File: src/rtl/core_mul.sv
// core_mul: iterative shift-add multiplier / multiply-accumulator.
// One multiplier bit is retired per cycle, so an operation is busy for W+1 cycles.
// Signed long operands are reduced to magnitudes up front.
// The product sign is applied in the single FIX cycle, together with the addend.
module core_mul #(
  parameter int W = 32
) (
  input  logic         clk,
  input  logic         rst,
  input  logic [W-1:0] mul_a,
  input  logic [W-1:0] mul_b,
  input  logic [W-1:0] mul_c_hi,
  input  logic [W-1:0] mul_c_lo,
  input  logic         mul_add,
  input  logic         mul_long,
  input  logic         mul_signed,
  input  logic         mul_start,
  output logic         mul_ready,
  output logic [W-1:0] mul_q_hi,
  output logic [W-1:0] mul_q_lo
);

  localparam int CW = $clog2(W);

  typedef enum logic [1:0] {IDLE, MUL, FIX} state_t;

  state_t           state, state_next;
  logic             accept;
  logic [CW-1:0]    cnt;
  logic [W-1:0]     a_mag, b_mag;
  logic [2*W-1:0]   prod, addend;
  logic             neg, long_op;
  logic [2*W-1:0]   signed_prod, result;
  logic             sgn_op;

  // Signed handling applies only to long operations; short results share the low word anyway.
  assign sgn_op = mul_signed & mul_long;

  // State register.
  always_ff @(posedge clk or posedge rst) begin
    if (rst) state <= IDLE;
    else     state <= state_next;
  end

  // Next-state decode; a request is taken only while idle, so starts during busy are dropped.
  always_comb begin
    state_next = state;
    accept     = 1'b0;
    case (state)
      IDLE: if (mul_start) begin
        accept     = 1'b1;
        state_next = MUL;
      end
      MUL:  if (cnt == CW'(W - 1)) state_next = FIX;
      FIX:  state_next = IDLE;
      default: state_next = IDLE;
    endcase
  end

  // Final correction: restore the sign, then add the accumulator.
  always_comb begin
    signed_prod = neg ? (~prod + 1'b1) : prod;
    result      = signed_prod + addend;
  end

  // Datapath: latch operands on accept, shift-add per bit, publish results in FIX.
  always_ff @(posedge clk or posedge rst) begin
    if (rst) begin
      cnt       <= '0;
      a_mag     <= '0;
      b_mag     <= '0;
      prod      <= '0;
      addend    <= '0;
      neg       <= 1'b0;
      long_op   <= 1'b0;
      mul_ready <= 1'b1;
      mul_q_hi  <= '0;
      mul_q_lo  <= '0;
    end else begin
      if (accept) begin
        neg       <= sgn_op & (mul_a[W-1] ^ mul_b[W-1]);
        // The magnitude of the most negative value is 2^(W-1), which still fits unsigned.
        a_mag     <= (sgn_op && mul_a[W-1]) ? (~mul_a + 1'b1) : mul_a;
        b_mag     <= (sgn_op && mul_b[W-1]) ? (~mul_b + 1'b1) : mul_b;
        prod      <= '0;
        cnt       <= '0;
        long_op   <= mul_long;
        mul_ready <= 1'b0;
        if (!mul_add)     addend <= '0;
        else if (mul_long) addend <= {mul_c_hi, mul_c_lo};
        else              addend <= {{W{1'b0}}, mul_c_lo};
      end else if (state == MUL) begin
        if (b_mag[cnt]) prod <= prod + ({{W{1'b0}}, a_mag} << cnt);
        cnt <= cnt + 1'b1;
      end else if (state == FIX) begin
        mul_q_hi  <= long_op ? result[2*W-1:W] : '0;
        mul_q_lo  <= result[W-1:0];
        mul_ready <= 1'b1;
      end
    end
  end

endmodule

File: config.mk
export PLATFORM = sky130hd
export DESIGN_NAME = core_mul
export DESIGN_NICKNAME = d
export VERILOG_FILES = /design/src/rtl/core_mul.sv
export SDC_FILE = /design/constraint.sdc
export NUM_CORES = 1
export LEC_CHECK = 0
export CAP_MARGIN = 15
export CORE_MARGIN = 2
export CORE_UTILIZATION = 30
export DETAILED_ROUTE_END_ITERATION = 6
export GPL_ROUTABILITY_DRIVEN = 0
export SETUP_SLACK_MARGIN = 0.2
export SLEW_MARGIN = 20
export SYNTH_ARGS = -nofsm -noshare
export SYNTH_HDL_FRONTEND = slang
export SYNTH_SLANG_ARGS = --single-unit
export TNS_END_PERCENT = 20
File: constraint.sdc
create_clock -name clk -period 16.2 [get_ports clk]
set_input_delay 4.05 -clock clk [delete_from_list [all_inputs] [get_ports clk]]
set_output_delay 4.05 -clock clk [all_outputs]
set_load 0.01 [all_outputs]
# Yosys cells after proc, flatten, opt, wreduce, memory -nomap -nowiden
# Index checks and enable logic that the tools add are counted.
totals:
  reg_bits: 266
  output_inout_bits: 65
  input_bits: 134
  word_cells: 64
op_classes:
  eq_ne: 6
  shift: 1
  n_lt_le_gt_ge: 1
  n_mux: 21
  addsub: 6
  reduce_logical: 10
  bitwise: 8
ops:
  columns: ["op", "n"]
  rows:
  - ["$mux W64", 6]
  - ["$add A64 B64 Y64", 2]
  - ["$mux W32", 3]
  - ["$add A32 B1 Y32 const B", 2]
  - ["$add A64 B1 Y64 const B", 1]
  - ["$not A32 Y32", 2]
  - ["$not A64 Y64", 1]
  - ["$shl A32 B5 Y64", 1]
  - ["$mux W5", 2]
  - ["$lt A5 B6 Y1 const B", 1]
  - ["$mux W1", 6]
  - ["$ne A2 B2 Y1 const B", 3]
  - ["$reduce_and A2 Y1", 3]
  - ["$reduce_bool A2 Y1", 3]
  - ["$add A5 B1 Y5 const B", 1]
  - ["$bmux W1 S5", 1]
  - ["$eq A5 B5 Y1 const B", 1]
  - ["$mux W2", 2]
  - ["$pmux W2 S2", 1]
  - ["$reduce_and A3 Y1", 1]
  - ["$and A1 B1 Y1", 2]
  - ["$eq A2 B1 Y1 const B", 1]
  - ["$eq A2 B2 Y1 const B", 1]
  - ["$logic_and A1 B1 Y1", 2]
  - ["other kinds (3)", 4]

# Longest topological paths before layout
depth:
  word_depth: 5
  depth_mapped: 24

# Least setup slack after synthesis
# OpenSTA, ideal clock, no wires.
synth_path:
  path_kind: "input port to flip-flop"
  startpoint: "input port mul_a[4]"
  endpoint: "register a_mag[29]"
  slack_ps: 9961
  arrival_time_ps: 6105
  path_buffers: 0
  required_time_ps: 16066
  stages: 10
  path_cell_list: "or3_1 nor3_1 nand3_1 or4_1 nor2b_1 a31oi_1 nor2_1 nand2_1 xnor2_1 o21ai_0"
synth_between:
  elab_chain_len: 3
synth_rtl:
  columns: ["element", "line_no", "text"]
  rows:
  - ["from (decl)", "10", "input logic [W-1:0] mul_a,"]
  - ["$not A32 Y32", "83", "a_mag <= (sgn_op && mul_a[W-1]) ? (~mul_a + 1'b1) : mul_a;"]
  - ["$add A32 B1 Y32", "83", null]
  - ["$mux W32", "83", null]
  - ["to (signal assigned)", "83", null]
  - ["to (decl)", "30", "logic [W-1:0] a_mag, b_mag;"]
# Every way passes these cells.
# A chain may end at the register's enable or synchronous reset.

# Worst setup path after layout
layout_path:
  startpoint: "input port mul_a[2]"
  endpoint: "register a_mag[29]"
# Same word-level chain as after synthesis.

==> impl_summary.log <==
[metrics] met1 track demand over resource: 24.5%
[metrics] number of gates resized after cts: 0
[metrics] Post-CTS Repair Setup Buffers: 0
[metrics] wire length of the first global-routing pass: 102000 microns
[metrics] Post-DRT Antenna Nets: 0
[metrics] Detailed Route Iter0 Violations: 1291
[metrics] worst-margin pin slew: 0.930 ns
[metrics] leading register cell type out of synthesis: dfrtp_1
[metrics] post-route standard cell area excluding fillers: 25500 sq um
[metrics] die height: 272 microns
[metrics] Worst slew margin: 38.0%
[metrics] global route hottest layer: met2
[metrics] number of sinks handled by clock tree synthesis: 266
[metrics] cell area after placement: 24300 sq um
[metrics] total iterations of the first detailed-routing run: 7
[metrics] largest area contributor in the netlist: dfrtp_1
[metrics] number of global-route vias before repair: 18264
[metrics] number of top-level design ports: 199
[metrics] fraction of final layout cells sized beyond drive strength 1: 5.70%
[metrics] count of flip-flops with a built-in enable after synthesis: 0
[metrics] top area cells in the synthesized netlist: dfrtp_1 31%, ha_1 8.2%, nand2_1 8.0%
[metrics] post-route non-filler standard cell count: 3703
[metrics] register bit total from synthesis: 266
[metrics] type of the tightest min-delay check: reg -> reg
[metrics] number of failing hold endpoints at the final stage: 0
[metrics] total power density per cell area: 241 nW/um^2
[metrics] Worst Path Class, Setup: in -> reg
[metrics] number of cells in the design after placement: 3643
[metrics] maximum clock rate: 0.153 GHz
[metrics] Syn Inst Count: 2624
[metrics] Longest Clk Path Bufs: 3
[metrics] via count: 19363
[metrics] met2 capacity usage during global routing: 26.9%
[metrics] NumNets Final: 3006
[metrics] area grow syn2layout: 18.4%
[metrics] clock tree from TritonCTS: built
[metrics] area of the mapped netlist: 21600 sq um
[metrics] Reg2Reg Depth: 17
[metrics] horizontal die dimension: 272 microns
[metrics] highest net fanout along the worst path: 6
[metrics] leftover overflow at the end of global routing: 0
[metrics] Initial Utilization: 30.2%
[metrics] leakage component of the power: 0.0108 uW
[metrics] Die Area: 74000 sq um
[metrics] number of cells traversed by the worst hold path: 2
[metrics] Post-CTS Hold Fix Bufs: 0
[metrics] Post-DP HPWL: 50200 microns
[metrics] Core Area: 71400 sq um
[metrics] clock tree root buffer cell: clkbuf_16
[metrics] met3 usage in global routing: 2.12%
[metrics] Vias/cell: 5.23
[metrics] result of the run: completed
[metrics] insertion delay of the later-clocked pin in the worst-skew pair: 0.55 ns
[metrics] fin. max-slew vios: 0
[metrics] post-layout min period: 6.54 ns
[metrics] setup skew after layout: 0.0306 ns
[metrics] Final Cycle Share: 40.4%
[metrics] number of port buffers: 198
[metrics] RSZ-0062 raised after global routing: no
[metrics] fillers: 7476
[metrics] proportion of synthesized flip-flops having asynchronous set or reset: 100%
[metrics] initial antenna violation count: 0
[metrics] DRC violation count after routing: 0
[metrics] maximum vdd drop: 210 uV
[metrics] TritonCTS Buffers: 34
[metrics] required time at the endpoint of the critical path: 16.58 ns
[metrics] overall fraction of global-route tracks in use: 17.1%
[metrics] H-tree levels: 2
[metrics] kind of end point of the critical path: flop
[metrics] synth unique cells: 75
[metrics] CP startpoint kind: primary input
[metrics] syn avg cell area: 8.22 sq um
[metrics] number of rows in the core area: 98
[metrics] Setup TNS: 0 ns
[metrics] area share of the largest cell type after synthesis: 30.8%
[metrics] largest net degree at the start of global routing: 88
[metrics] average detailed-routed wire length per instance: 17.5 microns
[metrics] Post-Syn Nets: 2901
[metrics] clock slew at the register clock pins of the worst setup and hold paths: 0.05 ns
[metrics] Final Routed Wirelength: 64800 microns
[metrics] final number of setup-violating endpoints: 0
[metrics] data arrival time at the worst-slack endpoint: 6.92 ns
[metrics] Seq/Total Area, Yosys: 30.9%
[metrics] diode insertion count for antenna repair: 0
[metrics] max-capacitance violation count: 0
[metrics] number of warning messages in the yosys log: 0
[per-stage QoR]
stage | total power, uW | utilization [%] | hold slack [ns] | setup slack, ns
floorplan | 4200 | - | 0.443 | 4.83
global placement | 5280 | 34.1 | 0.457 | 9.11
detailed placement | 5310 | 34.1 | 0.465 | 9.09
CTS | 6160 | 35.8 | 0.478 | 9.67
global route | 6680 | 35.8 | 0.493 | 9.32
finish | 6150 | 35.8 | 0.471 | 9.66
[cell usage in the layout, fill, tap and decap left out, types with 10 or more instances in the layout]
master	Yosys	final
nand2b_1	13	12
o31ai_1	50	50
mux2_2	14	14
clkbuf_16	0	35
and3_1	16	16
a21oi_1	199	199
dfrtp_1	265	262
a211oi_1	13	13
and2_1	14	14
nor4_1	18	18
clkdlybuf4s50_1	0	198
xor2_1	77	77
a22o_1	35	35
o22ai_1	21	21
mux4_2	34	34
nand4_1	37	37
o21a_1	15	15
or3_1	22	22
or4_1	11	11
nor2b_1	10	10
buf_4	0	18
nand2_1	458	458
mux2i_1	35	35
a31oi_1	20	20
nor3_1	34	34
ha_1	141	141
inv_1	46	45
o21ai_0	287	287
xnor2_1	161	161
o41ai_1	12	12
o211ai_1	12	12
nand3_1	75	75
o21bai_1	39	39
a21o_1	60	59
nor2_1	147	147
[routing by layer]
| metal | vias up | routed length (microns) |
|---|---|---|
| met2 | 477 | 28800 |
| met4 | 0 | 1710 |
| met3 | 94 | 3070 |
| met5 | - | 0 |
| li1 | 9726 | - |
| met1 | 9066 | 31200 |
[critical path, cell delays in order]
cell,delay [ns]
clkdlybuf4s50_1,0.47
or3_1,0.40
nor3_1,0.21
nand3_1,0.15
or4_1,0.46
nor2b_1,0.41
a31oi_1,0.21
nor2_1,0.24
nand2_1,0.10
xnor2_1,0.13
o21ai_0,0.08
[synth_stat cells (all sizes together), types with 10 or more instances]
cell type  number
dfrtp         265
o21bai         39
nand4          37
and3           16
a211oi         13
nor3           35
clkbuf        128
and2           14
o21ai         288
o211ai         12
or4            13
xor2           77
inv            46
o21a           15
mux2i          35
o22ai          21
a22o           35
buf            19
ha            141
mux2           14
mux4           34
xnor2         161
nand2b         13
nand3          76
nor2b          10
a21o           60
o31ai          51
a21oi         199
nand2         458
o41ai          14
nor2          147
nor4           19
a31oi          20
or3            23
[layout make-up]
class	count	area [sq um]	area share, %
repair buffers	216	2120	8.29
clock buffers	42	932	3.65
clock inverters	18	258	1.01
inverters	47	184	0.720
well taps	950	1190	4.66
flip-flops and latches	266	6660	26.1
multi-input cells	2164	14200	55.6
[flip-flops by register name (all words and copies together) (netlist names)]
name / count
addend: 64
prod: 64
a_mag: 32
b_mag: 32
mul_q_hi: 32
mul_q_lo: 32
cnt: 5
state: 2
long_op: 1
mul_ready: 1
neg: 1
[worst paths after layout]
| path | startpoint | to | slack, ns |
|---|---|---|---|
| max | mul_a[2] | a_mag[29] | 9.66 |
| min | neg | neg | 0.47 |
| max reg2reg | prod[5] | mul_q_hi[28] | 10.45 |
| min reg2reg | neg | neg | 0.47 |
| max in group asynchronous | rst | addend[60] | 10.14 |
| min in group asynchronous | rst | b_mag[1] | 3.92 |
[kinds of logic (layout without fill, tap and decap cells)]
| group | count (synthesis) | in the layout | share of synthesized area, % |
|---|---|---|---|
| buffers and inverters | 194 | 323 | 3.39 |
| adders and majority gates | 143 | 143 | 8.37 |
| muxes | 83 | 83 | 5.91 |
| DFF | 266 | 266 | 30.9 |
| AOI/OAI and AO/OA | 818 | 818 | 23.4 |
| and+or+nand+nor | 882 | 882 | 18.4 |
| xor gates and xnor gates | 238 | 238 | 9.67 |
[where the power goes]
group	internal (uW)	switching, uW	total (uW)	leakage [uW]
Sequential	947	300	1250	0.00344
Clock	494	319	813	0.000564
Combinational	1620	2470	4090	0.00680
Total	3060	3090	6150	0.0108
(Power assumes the default switching activity.)
